## config.mk

```make
export PLATFORM = sky130hd
export DESIGN_NAME = mul_hilo_unit
export DESIGN_NICKNAME = d
export VERILOG_FILES = /design/src/rtl/mul_hilo_unit.sv
export SDC_FILE = /design/constraint.sdc
export NUM_CORES = 1
export LEC_CHECK = 0
export CORE_MARGIN = 3
export CORE_UTILIZATION = 40
export CTS_CLUSTER_SIZE = 14
export DETAILED_ROUTE_END_ITERATION = 10
export GPL_TIMING_DRIVEN = 1
export SLEW_MARGIN = 20
export SYNTH_ARGS = -nofsm -noshare
export SYNTH_HDL_FRONTEND = slang
export SYNTH_SLANG_ARGS = --single-unit
```

## constraint.sdc

```tcl
create_clock -name clk -period 5.8 [get_ports clk]
set_clock_uncertainty 0.2 [all_clocks]
set_input_delay 1.16 -clock clk [delete_from_list [all_inputs] [get_ports clk]]
set_output_delay 1.16 -clock clk [all_outputs]
set_load 0.01 [all_outputs]
```

## src/rtl/mul_hilo_unit.sv

```systemverilog
// mul_hilo_unit: iterative radix-2 shift-add multiplier with HI/LO registers
// for the mini-MIPS execute stage (MULT/MULTU, MTHI/MTLO, read by MFHI/MFLO).
//
// Ports:
//   clk, reset_n         clock, asynchronous active-low reset
//   start, is_signed     1-cycle multiply request, MULT(1)/MULTU(0), taken in IDLE only
//   op_a, op_b           multiplicand (rs) / multiplier (rt), sampled with start
//   hi_we/hi_wdata       MTHI write, honoured in IDLE only
//   lo_we/lo_wdata       MTLO write, honoured in IDLE only
//   busy                 high in RUN and FIN (pipeline stall)
//   done                 1-cycle pulse in FIN; hi/lo already hold the product
//   hi, lo               HI / LO registers
//
// Optional feature: define MUL_EARLY_TERM_EN to skip the run once the remaining
// multiplier bits are all zero (results identical, latency shorter).
module mul_hilo_unit #(
  parameter int unsigned WIDTH = 32
) (
  input  logic             clk,
  input  logic             reset_n,
  input  logic             start,
  input  logic             is_signed,
  input  logic [WIDTH-1:0] op_a,
  input  logic [WIDTH-1:0] op_b,
  input  logic             hi_we,
  input  logic [WIDTH-1:0] hi_wdata,
  input  logic             lo_we,
  input  logic [WIDTH-1:0] lo_wdata,
  output logic             busy,
  output logic             done,
  output logic [WIDTH-1:0] hi,
  output logic [WIDTH-1:0] lo
);

  localparam int unsigned CW = $clog2(WIDTH + 1);

  typedef enum logic [1:0] {S_IDLE, S_RUN, S_FIN} state_t;

  state_t             state_q, state_d;
  logic [WIDTH-1:0]   mcand_q, mcand_d;
  logic [WIDTH-1:0]   mplier_q, mplier_d;
  logic [WIDTH:0]     acc_q, acc_d;
  logic [CW-1:0]      cnt_q, cnt_d;
  logic               neg_q, neg_d;
  logic [WIDTH-1:0]   hi_q, hi_d;
  logic [WIDTH-1:0]   lo_q, lo_d;
  logic               busy_q, busy_d;
  logic               done_q, done_d;

  logic [WIDTH-1:0]   a_mag, b_mag;
  logic [WIDTH:0]     sum;
  logic [2*WIDTH:0]   step_full;
  logic [CW-1:0]      step_cnt;
  logic [2*WIDTH-1:0] product;
`ifdef MUL_EARLY_TERM_EN
  logic [WIDTH-1:0]   rem_mask;
`endif

  always_comb begin
    // Magnitudes; -2^(W-1) negates to itself, which read unsigned is exact.
    a_mag = (is_signed && op_a[WIDTH-1]) ? (~op_a + WIDTH'(1)) : op_a;
    b_mag = (is_signed && op_b[WIDTH-1]) ? (~op_b + WIDTH'(1)) : op_b;

    // One shift-add step; the extra acc bit holds the add carry.
    sum       = mplier_q[0] ? (acc_q + {1'b0, mcand_q}) : acc_q;
    step_full = {sum, mplier_q} >> 1;
    step_cnt  = cnt_q - CW'(1);

`ifdef MUL_EARLY_TERM_EN
    // The low cnt_q bits of mplier_q are still unconsumed multiplier bits;
    // if they are all zero the rest of the run only shifts.
    rem_mask = ~({WIDTH{1'b1}} << cnt_q);
    if ((mplier_q & rem_mask) == '0) begin
      step_full = {acc_q, mplier_q} >> cnt_q;
      step_cnt  = '0;
    end
`endif

    product = neg_q ? (~step_full[2*WIDTH-1:0] + (2*WIDTH)'(1))
                    : step_full[2*WIDTH-1:0];

    state_d  = state_q;
    mcand_d  = mcand_q;
    mplier_d = mplier_q;
    acc_d    = acc_q;
    cnt_d    = cnt_q;
    neg_d    = neg_q;
    hi_d     = hi_q;
    lo_d     = lo_q;
    busy_d   = busy_q;
    done_d   = 1'b0;

    unique case (state_q)
      S_IDLE: begin
        if (hi_we) hi_d = hi_wdata;
        if (lo_we) lo_d = lo_wdata;
        if (start) begin
          mcand_d  = a_mag;
          mplier_d = b_mag;
          acc_d    = '0;
          cnt_d    = CW'(WIDTH);
          neg_d    = is_signed & (op_a[WIDTH-1] ^ op_b[WIDTH-1]);
          busy_d   = 1'b1;
          state_d  = S_RUN;
        end
      end
      S_RUN: begin
        acc_d    = step_full[2*WIDTH:WIDTH];
        mplier_d = step_full[WIDTH-1:0];
        cnt_d    = step_cnt;
        // Product is written on the same edge that enters FIN so that hi/lo
        // are already valid while done is high.
        if (step_cnt == '0) begin
          hi_d    = product[2*WIDTH-1:WIDTH];
          lo_d    = product[WIDTH-1:0];
          done_d  = 1'b1;
          state_d = S_FIN;
        end
      end
      S_FIN: begin
        busy_d  = 1'b0;
        state_d = S_IDLE;
      end
      default: begin
        busy_d  = 1'b0;
        state_d = S_IDLE;
      end
    endcase
  end

  always_ff @(posedge clk or negedge reset_n) begin
    if (!reset_n) begin
      state_q  <= S_IDLE;
      mcand_q  <= '0;
      mplier_q <= '0;
      acc_q    <= '0;
      cnt_q    <= '0;
      neg_q    <= 1'b0;
      hi_q     <= '0;
      lo_q     <= '0;
      busy_q   <= 1'b0;
      done_q   <= 1'b0;
    end else begin
      state_q  <= state_d;
      mcand_q  <= mcand_d;
      mplier_q <= mplier_d;
      acc_q    <= acc_d;
      cnt_q    <= cnt_d;
      neg_q    <= neg_d;
      hi_q     <= hi_d;
      lo_q     <= lo_d;
      busy_q   <= busy_d;
      done_q   <= done_d;
    end
  end

  assign busy = busy_q;
  assign done = done_q;
  assign hi   = hi_q;
  assign lo   = lo_q;

endmodule

```

# [Word-level counts from Yosys, hierarchy flattened]
# Index checks and enable logic that the tools add are counted.
[word_totals] ff_bits=172 input_bits=134 output_inout_bits=66 word_cells=60
[classes] n_addsub=5 n_eq_ne=5 n_mux=23 n_bitwise=6 n_reduce_logical=11
[ops] op="$mux W32" n=7
[ops] op="$pmux W32 S2" n=3
[ops] op="$mux W33" n=2
[ops] op="$pmux W33 S2" n=1
[ops] op="$add A32 B1 Y32 const B" n=2
[ops] op="$add A64 B1 Y64 const B" n=1
[ops] op="$mux W64" n=1
[ops] op="$not A32 Y32" n=2
[ops] op="$not A64 Y64" n=1
[ops] op="$add A33 B32 Y33" n=1
[ops] op="$pmux W6 S2" n=1
[ops] op="$ne A2 B2 Y1 const B" n=4
[ops] op="$reduce_and A2 Y1" n=4
[ops] op="$logic_not A6 Y1" n=1
[ops] op="$mux W6" n=1
[ops] op="$reduce_and A3 Y1" n=2
[ops] op="$sub A6 B1 Y6 const B" n=1
[ops] op="$mux W2" n=2
[ops] op="$pmux W2 S2" n=1
[ops] op="$mux W1" n=3
[ops] op="$eq A2 B1 Y1 const B" n=1
[ops] op="$logic_and A1 B1 Y1" n=2
[ops] op="$logic_not A2 Y1" n=1
[ops] op="$pmux W1 S2" n=1
[ops] op="other kinds (4)" n=4

# [Longest topological paths before layout]
[depth] word_depth=7 depth_mapped=14 ltp_nobuf=13

# [Worst setup path before layout]
# Ideal clock, no wire load.
[synth_timing] path_type="reg2reg" from="register mcand_q[0]" to="register hi_q[31] (netlist: hi[31])" setup_ns=0.088 arrival_ns=3.525 required_time_ns=5.512 setup_slack_ns=1.987 path_stages_with_launch=14 path_buffers=0 synth_period_minus_slack_ns=3.813 path_cell_list="dfrtp_1 > ha_1 > fa_1 > a211oi_2 > o21ai_1 > a21o_1 > a221oi_1 > o2111ai_1 > or3_4 > nor4_4 > nand4_2 > nor3_1 > o41ai_1 > a41oi_1"
[synth_between] elab_chain_cells=7
[synth_lines] item="start, declared" line_no="40" rtl="logic [WIDTH-1:0] mcand_q, mcand_d;"
[synth_lines] item="start signal, assigned" line_no="145" rtl="mcand_q <= mcand_d;"
[synth_lines] item="$add A33 B32 Y33 (*)" line_no="65" rtl="sum = mplier_q[0] ? (acc_q + {1'b0, mcand_q}) : acc_q;"
[synth_lines] item="$mux W33 (*)" line_no="65"
[synth_lines] item="$not A64 Y64" line_no="79" rtl="product = neg_q ? (~step_full[2*WIDTH-1:0] + (2*WIDTH)'(1))"
[synth_lines] item="$add A64 B1 Y64" line_no="79"
[synth_lines] item="$mux W64 (*)" line_no="79"
[synth_lines] item="$mux W32 (*)" line_no="113" rtl="if (step_cnt == '0) begin"
[synth_lines] item="$pmux W32 S2 (*)" line_no="93" rtl="unique case (state_q)"
[synth_lines] item="end signal, assigned" line_no="150" rtl="hi_q <= hi_d;"
[synth_lines] item="end, declared" line_no="45" rtl="logic [WIDTH-1:0] hi_q, hi_d;"
# Mark *: on every way between the ends. The rest lies on a longest branch, timed or not. The select of a mux whose other input is x is not followed.
# A chain may end at the register's enable or synchronous reset.

# [Worst setup path in the final report]
# Same ends and word-level chain as after synthesis.

==> summary.md <==
| Metric | Value |
|---|---|
| Post-cts hold buffer count | `0` |
| NumNets Final | `1804` |
| Footprint of the flip-flops and latches | `around 4300 sq um` |
| Via count of the first global-routing pass | `10900` |
| Post-DP HPWL | `roughly 28 mm` |
| Synthesized area divided by synthesized cell count | `around 8.1 sq um` |
| Clock latency on the worst-skew pair | `~0.44 ns` |
| Cell count after synthesis | `1494` |
| Global route total overflow | `0` |
| Proportion of register bits with asynchronous set or reset after synthesis | `1.00` |
| Number of inserted filler cells in the final layout | `~2800` |
| Number of port buffers | `a little under 200` |
| Total area of multi-input combinational cells | `approximately 7400 sq um` |
| Buffer depth of the longest clock path | `2` |
| Final Util | `0.510` |
| Sequential area share after synthesis | `0.354` |
| Max Clk Rate | `~0.23 GHz` |
| Total I/O pin count | `200` |
| Via density per instance | `about 5.7` |
| Worst-path clk slew | `0.08 ns` |
| Cts repair resizes | `0` |
| Leading post-synthesis cells by cell area | `sky130_fd_sc_hd__dfrtp_1, sky130_fd_sc_hd__o21ai_0, sky130_fd_sc_hd__nand2_1, sky130_fd_sc_hd__a21oi_1, sky130_fd_sc_hd__xnor2_1` |
| Max Cap Violations | `0` |
| Post-synth design cell area | `approximately 12000 sq um` |
| Crit path time final | `approximately 4.4 ns` |
| Antenna Diode Count | `0` |
| Data arrival time of the worst path | `approximately 4.6 ns` |
| Static Leak | `between 6 and 7 nW` |
| Number of distinct standard cells referenced by the synthesized netlist | `87` |
| Critical path endpoint category | `flop` |
| Family of cells with the greatest summed delay on the critical path | `compound AO/OA/AOI/OAI gates` |
| Final setup slack of the worst path | `1.39 ns` |
| Starting density of the core | `0.413` |
| Hold Fails Final Rpt | `0` |
| Area grow syn2layout | `23.4%` |
| Number of non-filler instances in the completed layout | `2029` |
| Weighted congestion at the end of routability-driven global placement | `roughly 0.89` |
| Warnings, synthesis | `0` |
| Total vias in the final route | `around 12000` |
| CTS root buf | `sky130_fd_sc_hd__clkbuf_16` |
| R2R Path Start | `mcand_q[0]` |
| Worst Path Buf+Inv | `0` |
| Required time of the worst setup path | `between 5 and 6 ns` |
| Hold crit path type | `reg2reg` |
| Number of levels in the clock H-tree | `4` |
| Outcome | `complete, no violations` |
| Count of state elements after synthesis | `roughly 170` |
| Die outline width | `roughly 180 um` |
| Register-to-Register Setup Slack | `1.39 ns` |
| TNS Setup | `0 ns` |
| Area of the die | `about 32000 sq um` |
| Tot GR Track Use | `0.227` |
| Worst Hold End | `lo[4]` |
| Reg-to-reg critical path endpoint | `hi[31]` |
| Total DRC errors in the routed layout | `0` |
| Clock tree from TritonCTS | `done` |
| Number of slew-limit violations in the final report | `0` |
| Core Area | `about 29000 sq um` |
| Count of placed standard cells including taps | `between 1500 and 2000` |
| Fraction of post-synthesis cell area in the top cell type by area | `0.354` |
| Number of violations reported at the end of detailed-routing iteration 0 | `between 900 and 1000` |
| Worst rel slew slack | `0.321` |
| Number of post-CTS setup repair buffers | `0` |
| Unrepaired setup endpoints after global routing | `no` |
| Fin area | `roughly 15000 sq um` |
| Most frequently used flop master after synthesis | `sky130_fd_sc_hd__dfrtp_1` |
| Net count after synthesis | `about 1700` |
| EDFF count, synth | `0` |
| Critical path, cell by cell | `ha_1, fa_1, a211oi_2, o21ai_1, a21o_1, a221oi_1, o2111ai_1, or3_4, nor4_4, nand4_2, nor3_1, o41ai_1, a41oi_1` |
| Setup CP Type | `reg2reg` |
| Library cell occupying the most area in the post-synthesis netlist | `sky130_fd_sc_hd__dfrtp_1` |
| Setup WS pre-CTS | `1.44 ns` |
| Maximum fanout along the worst path | `6` |
| CP max stage cell | `sky130_fd_sc_hd__a221oi_1` |
| Min-Delay Path Depth | `2` |
| TritonCTS Buffers | `17` |
| First-pass detailed-route iteration total | `5` |
| Pin count of the biggest net entering global routing | `95` |
| Startpoint types | `flop` |
| Vertical die dimension | `180 um` |
| Worst hold path startpoint | `lo[4]` |
| Wirelength, routed | `roughly 38 mm` |
| Post-Place Cell Area | `~14000 sq um` |
| Post-route antenna net violation count | `0` |
| Std-Cell Rows | `62` |
| Crit share post-route | `0.761` |
| Actual slew at the worst max-slew pin | `about 1 ns` |
| Post-detailed-route wirelength per cell | `18.6 um` |
| Layout cells sized above 1 | `0.0474` |
| Pwr dens | `617 nW/um^2` |
| Final count of negative-setup-slack endpoints | `0` |
| Number of antenna violations at the first check in global routing | `0` |
| Number of clock sinks | `about 170` |
| Peak supply drop | `between 0.2 and 0.3 mV` |
| Worst R2R Path Depth | `13` |
| Delay of the slowest cell on the worst path | `around 0.56 ns` |
| First-pass GRT wire length | `about 60 mm` |
metrics by stage:
stage | hold WS, ns | total power [W]
floorplan | 0.253 | 0.00608
global placement | 0.261 | 0.00788
detailed placement | 0.271 | 0.00797
CTS | 0.288 | 0.00916
global route | 0.304 | 0.00996
finish | 0.282 | 0.00919
synth_stat cells (7+ instances only):
cell                       instances
sky130_fd_sc_hd__ha_1             37
sky130_fd_sc_hd__inv_1            27
sky130_fd_sc_hd__o21ai_0         191
sky130_fd_sc_hd__buf_1             7
sky130_fd_sc_hd__nor2_1          129
sky130_fd_sc_hd__a211oi_1          7
sky130_fd_sc_hd__and2_1            8
sky130_fd_sc_hd__xor2_1           62
sky130_fd_sc_hd__o211ai_1          9
sky130_fd_sc_hd__or3_1            16
sky130_fd_sc_hd__buf_2            10
sky130_fd_sc_hd__nor4_1           15
sky130_fd_sc_hd__or4_1            12
sky130_fd_sc_hd__a22oi_1          31
sky130_fd_sc_hd__xnor2_1          66
sky130_fd_sc_hd__nand2b_1         13
sky130_fd_sc_hd__nand4_1           8
sky130_fd_sc_hd__mux2i_1           9
sky130_fd_sc_hd__a21o_1           13
sky130_fd_sc_hd__nor2b_1           9
sky130_fd_sc_hd__o21a_1            7
sky130_fd_sc_hd__nor3_1           23
sky130_fd_sc_hd__nand3b_1          8
sky130_fd_sc_hd__and3_1           13
sky130_fd_sc_hd__nand2_1         177
sky130_fd_sc_hd__o31ai_1          19
sky130_fd_sc_hd__a31oi_1          22
sky130_fd_sc_hd__clkbuf_1         75
sky130_fd_sc_hd__o41ai_1          13
sky130_fd_sc_hd__dfrtp_1         171
sky130_fd_sc_hd__a21oi_1         123
sky130_fd_sc_hd__o21ai_1          11
sky130_fd_sc_hd__nand3_1          56
worst min-delay path, cell delays in order (launching register included):
cell                      delay (ns)
sky130_fd_sc_hd__dfrtp_1        0.35
sky130_fd_sc_hd__nand2_1        0.05
sky130_fd_sc_hd__o21ai_0        0.06
logic make-up after synthesis:
| group | count (synthesis) | share of synthesized area |
|---|---|---|
| AND/OR/NAND/NOR | 521 | 0.211 |
| AO/OA/AOI/OAI | 504 | 0.254 |
| flip-flops | 171 | 0.354 |
| XOR/XNOR | 128 | 0.0928 |
| buffers and inverters | 121 | 0.0387 |
| adder cells (fa/ha/maj) | 38 | 0.0400 |
| multiplexers | 11 | 0.00932 |
layer usage:
| metal | vias to the layer above | wire length [um] | global-route usage |
|---|---|---|---|
| met5 | - | 0 | 0 |
| met4 | 0 | 392 | 0.0424 |
| met3 | 22 | 2590 | 0.0366 |
| met2 | 380 | 14900 | 0.309 |
| met1 | 5434 | 19900 | 0.374 |
| li1 | 5681 | - | - |
cell type report:
cell class	count	area share
Tap cell	384	0.0322
Multi-Input combinational cell	1202	0.494
Inverter	28	0.00705
Timing Repair Buffer	212	0.141
Clock buffer	20	0.0306
Clock inverter	12	0.00814
Sequential cell	171	0.287
worst max path at each step:
| stage | start | to | slack, ns | cells after the start |
|---|---|---|---|---|
| after floorplan | mcand_q[0] | hi[31] | 1.99 | 13 |
| after global placement | mcand_q[0] | hi[31] | 1.57 | 13 |
| after detailed placement | mcand_q[0] | hi[31] | 1.44 | 13 |
| after CTS | mcand_q[0] | hi[31] | 1.41 | 13 |
| after global routing | mcand_q[0] | hi[31] | 1.11 | 13 |
| final | mcand_q[0] | hi[31] | 1.39 | 13 |
report_power, final:
group	leakage, nW	switching, W	internal [W]	total (W)
clock network	0.283	0.000576	0.000596	0.00117
logic	3.65	0.00345	0.00223	0.00567
registers	2.10	0.000581	0.00177	0.00235
state kept, by name, indices dropped and copies added (netlist names):
register	flops
acc_q	32
hi	32
lo	32
mcand_q	32
mplier_q	32
cnt_q	6
state_q	2
busy	1
done	1
neg_q	1
layout by cell type (no fill, tap or decap), drive strengths merged, types with 17 or more instances in the layout:
master         count
nand2            177
clkdlybuf4s50    198
inv               37
ha                37
a21oi            123
clkbuf            20
a22oi             31
o31ai             19
nor2             129
or3               17
nor3              25
nor4              18
a31oi             22
dfrtp            171
nand3             56
xnor2             66
o21ai            203
xor2              62
Note: power is estimated with default switching activity, not from simulation.
